### config.mk
export PLATFORM = sky130hd
export DESIGN_NAME = zbus_iomaster
export DESIGN_NICKNAME = d
export VERILOG_FILES = /design/src/rtl/zbus_pkg.sv /design/src/rtl/zbus_tstate_ctr.sv /design/src/rtl/zbus_iomaster.sv
export SDC_FILE = /design/constraint.sdc
export NUM_CORES = 1
export LEC_CHECK = 0
export CORE_AREA = 2 2 87 68
export DETAILED_ROUTE_END_ITERATION = 10
export DIE_AREA = 0 0 89 70
export GPL_TIMING_DRIVEN = 0
export PLACE_DENSITY = 0.73
export SYNTH_ARGS = -nofsm -noshare
export SYNTH_HDL_FRONTEND = slang
export SYNTH_SLANG_ARGS = --single-unit
### constraint.sdc
create_clock -name fclk -period 3.8 [get_ports fclk]
set_input_delay 0.76 -clock fclk [delete_from_list [all_inputs] [get_ports fclk]]
set_output_delay 0.76 -clock fclk [all_outputs]
set_load 0.005 [all_outputs]
### src/rtl/zbus_pkg.sv
// Shared ZX-bus definitions: cycle states, wait counter width, responder base
// address and the T-state divider legality check.
package zbus_pkg;

  typedef enum logic [2:0] {IDLE, T1, T2, TW, T3} zstate_t;

  // Width of the extra-wait counter; WAIT_MAX must fit in it.
  localparam int WAIT_W = 4;

  // Low address byte the port-decoding responder answers to.
  localparam logic [7:0] BASE_ADDR = 8'hAB;

  // A T-state needs a midpoint, so the divider must be even and at least 2.
  function automatic bit tdiv_ok(input int tdiv);
    return (tdiv >= 2) && ((tdiv % 2) == 0);
  endfunction

endpackage

### src/rtl/zbus_tstate_ctr.sv
// T-state phase counter: counts fclk cycles 0..TDIV-1 inside each bus state
// and flags the last and middle cycle of the T-state.
module zbus_tstate_ctr #(
  parameter int TDIV = 4,
  parameter int CW   = $clog2(TDIV)
) (
  input  logic          fclk,
  input  logic          zrst_n,
  input  logic          run,
  output logic [CW-1:0] tcnt,
  output logic          last,
  output logic          mid
);

  localparam logic [CW-1:0] LAST_V = CW'(TDIV - 1);
  localparam logic [CW-1:0] MID_V  = CW'(TDIV / 2 - 1);

  assign last = (tcnt == LAST_V);
  assign mid  = (tcnt == MID_V);

  // Held at 0 while idle so the first T1 cycle after accept starts at 0.
  always_ff @(posedge fclk or negedge zrst_n) begin
    if (!zrst_n)
      tcnt <= '0;
    else if (!run || last)
      tcnt <= '0;
    else
      tcnt <= tcnt + CW'(1);
  end

endmodule

### src/rtl/zbus_iomaster.sv
// ZX-bus I/O cycle initiator: runs one Z80-timed IN/OUT cycle per command
// (T1, T2, automatic TW, optional extra TWs, T3) and reports read data,
// the ziorqge claim and a wait-timeout error.
module zbus_iomaster
  import zbus_pkg::*;
#(
  parameter int TDIV     = 4,
  parameter int WAIT_MAX = 15
) (
  input  logic        fclk,
  input  logic        zrst_n,
  input  logic        cmd_valid,
  output logic        cmd_ready,
  input  logic        cmd_wr,
  input  logic [15:0] cmd_addr,
  input  logic [7:0]  cmd_wdata,
  output logic        rsp_valid,
  output logic [7:0]  rsp_rdata,
  output logic        rsp_ge,
  output logic        rsp_err,
  output logic [15:0] za,
  output logic [7:0]  zd_out,
  output logic        zd_oe,
  input  logic [7:0]  zd_in,
  output logic        ziorq_n,
  output logic        zrd_n,
  output logic        zwr_n,
  input  logic        zwait_n,
  input  logic        ziorqge
);

  localparam int CW = $clog2(TDIV);
  localparam logic [CW-1:0]     PRE_LAST_V = CW'(TDIV - 2);
  localparam logic [WAIT_W-1:0] WMAX       = WAIT_W'(WAIT_MAX);

  generate
    if (!tdiv_ok(TDIV)) begin : g_bad_tdiv
      $error("zbus_iomaster: TDIV must be even and >= 2");
    end
    if ((WAIT_MAX < 0) || (WAIT_MAX >= (1 << WAIT_W))) begin : g_bad_wait
      $error("zbus_iomaster: WAIT_MAX does not fit the wait counter");
    end
  endgenerate

  zstate_t           state;
  logic              wr;
  logic [WAIT_W-1:0] wcnt;
  logic [CW-1:0]     tcnt;
  logic              last;
  logic              mid;
  logic              pre_last;

  assign pre_last = (tcnt == PRE_LAST_V);

  zbus_tstate_ctr #(.TDIV(TDIV), .CW(CW)) u_ctr (
    .fclk   (fclk),
    .zrst_n (zrst_n),
    .run    (state != IDLE),
    .tcnt   (tcnt),
    .last   (last),
    .mid    (mid)
  );

  // Bus cycle sequencer; every bus and response output is registered here.
  always_ff @(posedge fclk or negedge zrst_n) begin
    if (!zrst_n) begin
      state     <= IDLE;
      wr        <= 1'b0;
      wcnt      <= '0;
      cmd_ready <= 1'b0;
      rsp_valid <= 1'b0;
      rsp_rdata <= 8'h00;
      rsp_ge    <= 1'b0;
      rsp_err   <= 1'b0;
      za        <= 16'h0000;
      zd_out    <= 8'h00;
      zd_oe     <= 1'b0;
      ziorq_n   <= 1'b1;
      zrd_n     <= 1'b1;
      zwr_n     <= 1'b1;
    end else begin
      rsp_valid <= 1'b0;
      case (state)
        IDLE: begin
          cmd_ready <= 1'b1;
          zd_oe     <= 1'b0;
          if (cmd_valid && cmd_ready) begin
            // Command is captured here; cmd_* is ignored until back in IDLE.
            cmd_ready <= 1'b0;
            wr        <= cmd_wr;
            za        <= cmd_addr;
            rsp_ge    <= 1'b0;
            rsp_err   <= 1'b0;
            wcnt      <= '0;
            if (cmd_wr) begin
              zd_out <= cmd_wdata;
              zd_oe  <= 1'b1;
            end
            state <= T1;
          end
        end
        T1: begin
          if (last) begin
            ziorq_n <= 1'b0;
            if (wr) zwr_n <= 1'b0;
            else    zrd_n <= 1'b0;
            state <= T2;
          end
        end
        T2: begin
          if (last) begin
            rsp_ge <= ziorqge;
            state  <= TW;
          end
        end
        TW: begin
          // The first TW is automatic; each low zwait_n sample adds one more.
          if (last) begin
            if (zwait_n) begin
              state <= T3;
            end else if (wcnt == WMAX) begin
              rsp_err <= 1'b1;
              state   <= T3;
            end else begin
              wcnt <= wcnt + WAIT_W'(1);
            end
          end
        end
        T3: begin
          if (mid) begin
            ziorq_n <= 1'b1;
            zrd_n   <= 1'b1;
            zwr_n   <= 1'b1;
            if (rsp_err)  rsp_rdata <= 8'hFF;
            else if (!wr) rsp_rdata <= zd_in;
          end
          if (pre_last) rsp_valid <= 1'b1;
          if (last) begin
            zd_oe     <= 1'b0;
            cmd_ready <= 1'b1;
            state     <= IDLE;
          end
        end
        default: state <= IDLE;
      endcase
    end
  end

endmodule

# Word-level counts from Yosys, hierarchy flattened
# Cells that the tools add are included.
[word_totals]
register_bits = 50
inputBits = 38
wordCells = 98
[classes]
add_sub_neg = 2
n_eq_ne = 21
n_mux = 40
reduce_logical = 20
[op_table]
columns = ["op", "count"]
rows = [
  ["2-to-1 mux 3 bit", 7],
  ["2-to-1 mux 1 bit", 17],
  ["2-to-1 mux 4 bit", 4],
  ["2-to-1 mux 8 bit", 2],
  ["inequality test 2 bit, second input constant", 8],
  ["one-hot mux 3 bit (5 select lines)", 1],
  ["one-hot mux 1 bit (2 select lines)", 7],
  ["AND reduction 3 bit", 4],
  ["AND reduction 5 bit", 2],
  ["inequality test 2 x 1 -> 1 bit, second input constant", 4],
  ["one-hot mux 4 bit (2 select lines)", 1],
  ["AND reduction 4 bit", 2],
  ["nonzero test 2 bit", 4],
  ["equality test 3 x 2 -> 1 bit, second input constant", 2],
  ["AND reduction 6 bit", 1],
  ["adder 4 x 1 -> 4 bit, second input constant", 1],
  ["equality test 2 bit, second input constant", 2],
  ["equality test 4 bit, second input constant", 1],
  ["AND reduction 2 bit", 2],
  ["equality test 3 x 1 -> 1 bit, second input constant", 1],
  ["equality test 3 bit, second input constant", 1],
  ["logical NOT 3 bit", 1],
  ["inequality test 3 bit, second input constant", 1],
  ["nonzero test 3 bit", 1],
  ["other kinds (6)", 6],
]

# Depth between registers and ports, before layout
# Gate-level depths: netlist of run 1.
[depth]
depth_word = 5
mapped_depth = 7
ltp_nobuf = 6

# Cells and area by module
# Synthesis of run 1 repeated with hierarchy kept, for this count alone.
[unflattened]
hier_cells = 168
hier_area_um2 = 2154.6
[modules_own_cells]
columns = ["mod", "n_inst", "cells_each", "area_per_inst_um2", "seq_area_each_um2"]
rows = [
  ["zbus_iomaster", 1, 161, 2060.7, 1204.9],
  ["zbus_tstate_ctr", 1, 7, 93.8, 50.0],
]

# Worst setup path before layout of run 1
# OpenSTA, ideal clock, no wires.
[synth_timing]
path_kind = "input-to-reg"
start = "input port cmd_valid"
end = "register zd_out[0]"
setup_ns = 0.125
t_arrival_ns = 1.482
t_required_ns = 3.675
path_slack_ns = 2.193
path_stages = 4
path_buffers = 1
path_cell_list = "and3_1 > buf_4 > nand2_4 > mux2_4"
[synth_between]
elab_chain_cells = 2
[synth_rtl]
columns = ["item", "line", "text"]
rows = [
  ["start: declaration", "zbus_iomaster.sv:12", "input logic cmd_valid,"],
  ["logical AND 1 bit", "zbus_iomaster.sv:87", "if (cmd_valid && cmd_ready) begin"],
  ["AND reduction 3 bit (no source line)", "n/a", ""],
  ["end signal: assignment", "zbus_iomaster.sv:96", "zd_out <= cmd_wdata;"],
  ["end: declaration", "zbus_iomaster.sv:22", "output logic [7:0] zd_out,"],
]
# No other way between the ends.
# A chain may end at the register's enable or synchronous reset.

# Worst setup path in the final report of run 1
[layout_timing]
start = "register zwr_n"
end = "output port zwr_n"
[layout_lines]
columns = ["item", "line", "text"]
rows = [
  ["start: declaration", "zbus_iomaster.sv:27", "output logic zwr_n,"],
  ["start signal: assignment", "zbus_iomaster.sv:80", "zwr_n <= 1'b1;"],
  ["start signal: assignment", "zbus_iomaster.sv:105", "if (wr) zwr_n <= 1'b0;"],
  ["start signal: assignment", "zbus_iomaster.sv:133", "zwr_n <= 1'b1;"],
]
# No word-level cell between the ends.

==> impl_metrics.py, run 1 <==
metrics = {
    "clocking": {
        "path_clk_slew_ns": 0.09,
        "cts_hold_buf": 0,
        "cts_resized": 0,
        "insertion_delay_ns": 0.30,
        "htreeDepth": 2,
        "cts_made_buffers": 5,
        "cts_tree": "done",
        "root_buffer": "clkbuf_8",
        "cts.path.max_buffers": 2,
        "post-cts-setup-buffers": 0,
        "clock-sinks": 50,
    },
    "yosys": {
        "synth_area_leaders": "dfrtp_1 (54%), nand2_1 (11%), mux2_4 (5.6%)",
        "synth_top_family_by_area": "simple AND/OR/NAND/NOR gates",
        "synthSimpleGateAreaFrac_pct": 21.5,
        "muxShareOfSynthArea_pct": 6.08,
        "avgSynthCellArea_um2": 10.2,
        "syn_area_um2": 2160,
        "ys.flop_type": "dfrtp_1",
        "synthAdderAreaFrac_pct": 2.32,
        "synth-xor-area-share_pct": 0,
        "synth.distinct_cells": 34,
        "synth_top_area_share_pct": 54.4,
        "synth_seq_cells": 50,
        "synth_nets": 253,
        "synth_compound_area_share_pct": 7.93,
        "synth_cells": 211,
        "yosysWarnings": 0,
        "yosysSeqAreaShare_pct": 58.1,
        "async_reset_ff_share_pct": 100,
        "synth-edff-count": 0,
        "synth_top_area_cell": "dfrtp_1",
    },
    "pwr": {
        "p_sw_uw": 634,
        "peakVddDrop_mv": 0.325,
        "switching_share_pct": 31.0,
        "power.share.clock_pct": 14.5,
        "power_frac_comb_pct": 42.6,
        "leakagePower_uw": 0.00146,
        "pwr_density_cell_nw_per_um2": 654,
        "p_seq_share_pct": 43.0,
        "internal-power_uw": 1410,
    },
    "sta": {
        "slew_headroom_pct": 66.8,
        "fin_skew_ns": 0.00702,
        "finalSetupViolCount": 0,
        "rsz0062_at_grt": "false",
        "hold_violations": 0,
        "max_freq_ghz": 0.476,
        "worst_slew_pin_slew_ns": 0.498,
        "final.setup.tns_ns": 0,
        "finalMaxSlewViolations": 0,
        "min_period_ns": 2.10,
        "fin_crit_sh_pct": 55.3,
    },
    "die": {
        "die_w_um": 89,
        "dieArea_um2": 6230,
        "initial_core_util_pct": 39.1,
        "dieHeight_um": 70,
        "io_pins": 78,
        "rows": 24,
        "core_um2": 5530,
    },
    "drt": {
        "totalWireLength_um": 4940,
        "drtIter0Drc": 80,
        "via_per_inst": 4.66,
        "vias": 1747,
        "dr.pass1.iters": 4,
        "ant_nets": 0,
        "avgRoutedWirePerCell_um": 13.2,
        "drcViolationCount": 0,
    },
    "layout": {
        "area_delta_synth_final_pct": 44.8,
        "fin_util_pct": 56.6,
        "register_area_um2": 1250,
        "fillCellCount": 527,
        "diodes": 0,
        "drive_gt1_share_pct": 11.1,
        "nNetsFinal": 338,
        "multi_input_area_um2": 817,
    },
    "hold_path": {
        "min-delay-path-class": "in -> async",
    },
    "flow_run": {
        "drv_cap": 0,
    },
    "worst_setup_path": {
        "cp_slowest_cell": "dfstp_2",
        "path_cells": "clkdlybuf4s50_1",
        "r2r_slack_ns": 1.99,
        "path_buf_inv": 1,
        "worst_path_largest_cell_delay_ns": 0.54,
        "path_max_fanout": 2,
        "critical_path_class": "reg -> out",
        "crit_required_ns": 3.04,
        "cp_top_family": "flip-flops",
        "arrival_ns": 1.34,
        "cp-start-kind": "flip-flop",
        "cp-end-kind": "primary output",
    },
    "grt": {
        "grt_pass1_wl_um": 8270,
        "grt_max_degree": 33,
        "grt_use_total_pct": 16.7,
        "first_global_vias": 1711,
        "antenna_found_initial": 0,
        "overflow": 0,
    },
    "place": {
        "dp_hpwl_um": 3740,
        "io_buffers": 77,
        "gp_congestion": 0.764,
    },
    "run_status": {
        "status": "finished, final reports clean",
    },
}
[kinds of logic (layout without fill, tap and decap cells)]
group                    Yosys count  count (layout)
AND/OR/NAND/NOR                  102             102
flip-flops                        50              50
AO/OA/AOI/OAI                     28              28
buffers and inverters             18             104
multiplexers                       9               9
adder cells (fa/ha/maj)            4               4
[final cells by class]
type | count | area share [%]
Buffer | 12 | 2.12
Timing Repair Buffer | 78 | 25.1
Sequential cell | 50 | 40.1
Multi-Input combinational cell | 143 | 26.1
Clock inverter | 1 | 0.240
Tap cell | 78 | 3.12
Clock buffer | 7 | 2.44
Inverter | 6 | 0.720
[placed cells by master, fill, tap and decap left out, drive strengths merged]
master / count
dfrtp: 47
a32oi: 1
nor4b: 1
a21oi: 4
and4bb: 1
o32ai: 1
a21o: 2
clkbuf: 13
o211ai: 2
or3: 1
a211oi: 1
o2111ai: 1
nor3b: 2
a41oi: 1
o21ai: 14
a22o: 1
nand3: 5
mux2: 9
clkinvlp: 1
clkdlybuf4s50: 76
ha: 4
nor2: 16
dfstp: 3
and3: 3
nor3: 5
nand2: 65
inv: 6
buf: 8
nand2b: 3
[stage by stage]
step / std cells / instance area [µm²] / worst slack (ns) / hold WS [ns] / power (µW)
floorplan: 211 / 2160 / 2.19 / 0.464 / 1280
global placement: 366 / 3030 / 0.525 / 0.457 / 1730
detailed placement: 367 / 3040 / 1.63 / 0.461 / 1770
CTS: 375 / 3130 / 1.68 / 0.402 / 2070
global route: 375 / 3130 / 1.66 / 0.424 / 2210
finish: 375 / 3130 / 1.70 / 0.395 / 2050
[power groups by stage]
stage	Clock (µW)	Combinational [µW]	Sequential [µW]
after CTS	310	884	879
after detailed placement	0	882	889
after floorplan	0	384	892
after global routing	332	968	910
after global placement	0	853	879
final	296	871	880
[metal layers]
metal / part of all wire [%] / routed length, µm / vias up / global-route usage, %
met5: 0 / 0 / - / 0
li1: - / - / 865 / -
met1: 46 / 2290 / 826 / 23.7
met2: 46 / 2280 / 54 / 25.8
met3: 6.7 / 332 / 2 / 4.49
met4: 0.55 / 27 / 0 / 3.81
[state kept, by name, summed over array words and instances (netlist names), 2 cells and up]
signal      cells
wcnt            4
state           3
rsp_rdata       8
u_ctr.tcnt      2
zd_out          8
za             16
[path summary, 6_finish.rpt]
path,from,endpoint,depth (start not counted)
setup / recovery,zwr_n,zwr_n,1
hold / removal,zrst_n,zd_out[5],1
setup reg to reg,u_ctr.tcnt[0],wcnt[3],6
hold reg to reg,za[7],za[7],2
max in group asynchronous,zrst_n,ziorq_n,2
min in group fclk,za[7],za[7],2
[cell usage after synthesis (all sizes together), types with 3 or more instances]
cell / number
mux2: 9
dfrtp: 47
nor2: 16
buf: 6
and3: 3
nand3: 5
nor3: 5
a21oi: 4
nand2b: 3
o21ai: 14
nand2: 65
inv: 6
clkbuf: 6
ha: 4
dfstp: 3
Note: power is estimated with default switching activity, not from simulation.
==> inputs of run 2 (changes only) <==
==> constraint.sdc (replaced) <==
create_clock -name fclk -period 2.2 [get_ports fclk]
set_input_delay 0.44 -clock fclk [delete_from_list [all_inputs] [get_ports fclk]]
set_output_delay 0.44 -clock fclk [all_outputs]
set_load 0.005 [all_outputs]
==> results of run 2 <==
Same layout as run 1 (identical final DEF). Status: finished, final reports clean.
Among the figures that moved: setup slack after placement 1.63 ns -> 0.351 ns; setup slack after layout 1.70 ns -> 0.391 ns; hold slack 0.395 ns -> 0.0754 ns; start point of the critical path zwr_n -> u_ctr.tcnt[0]; end point of the critical path zwr_n -> wcnt[3]; register-to-register setup slack 1.99 ns -> 0.39 ns; total power 2050 µW -> 3530 µW; worst IR drop on VDD 0.325 mV -> 0.562 mV
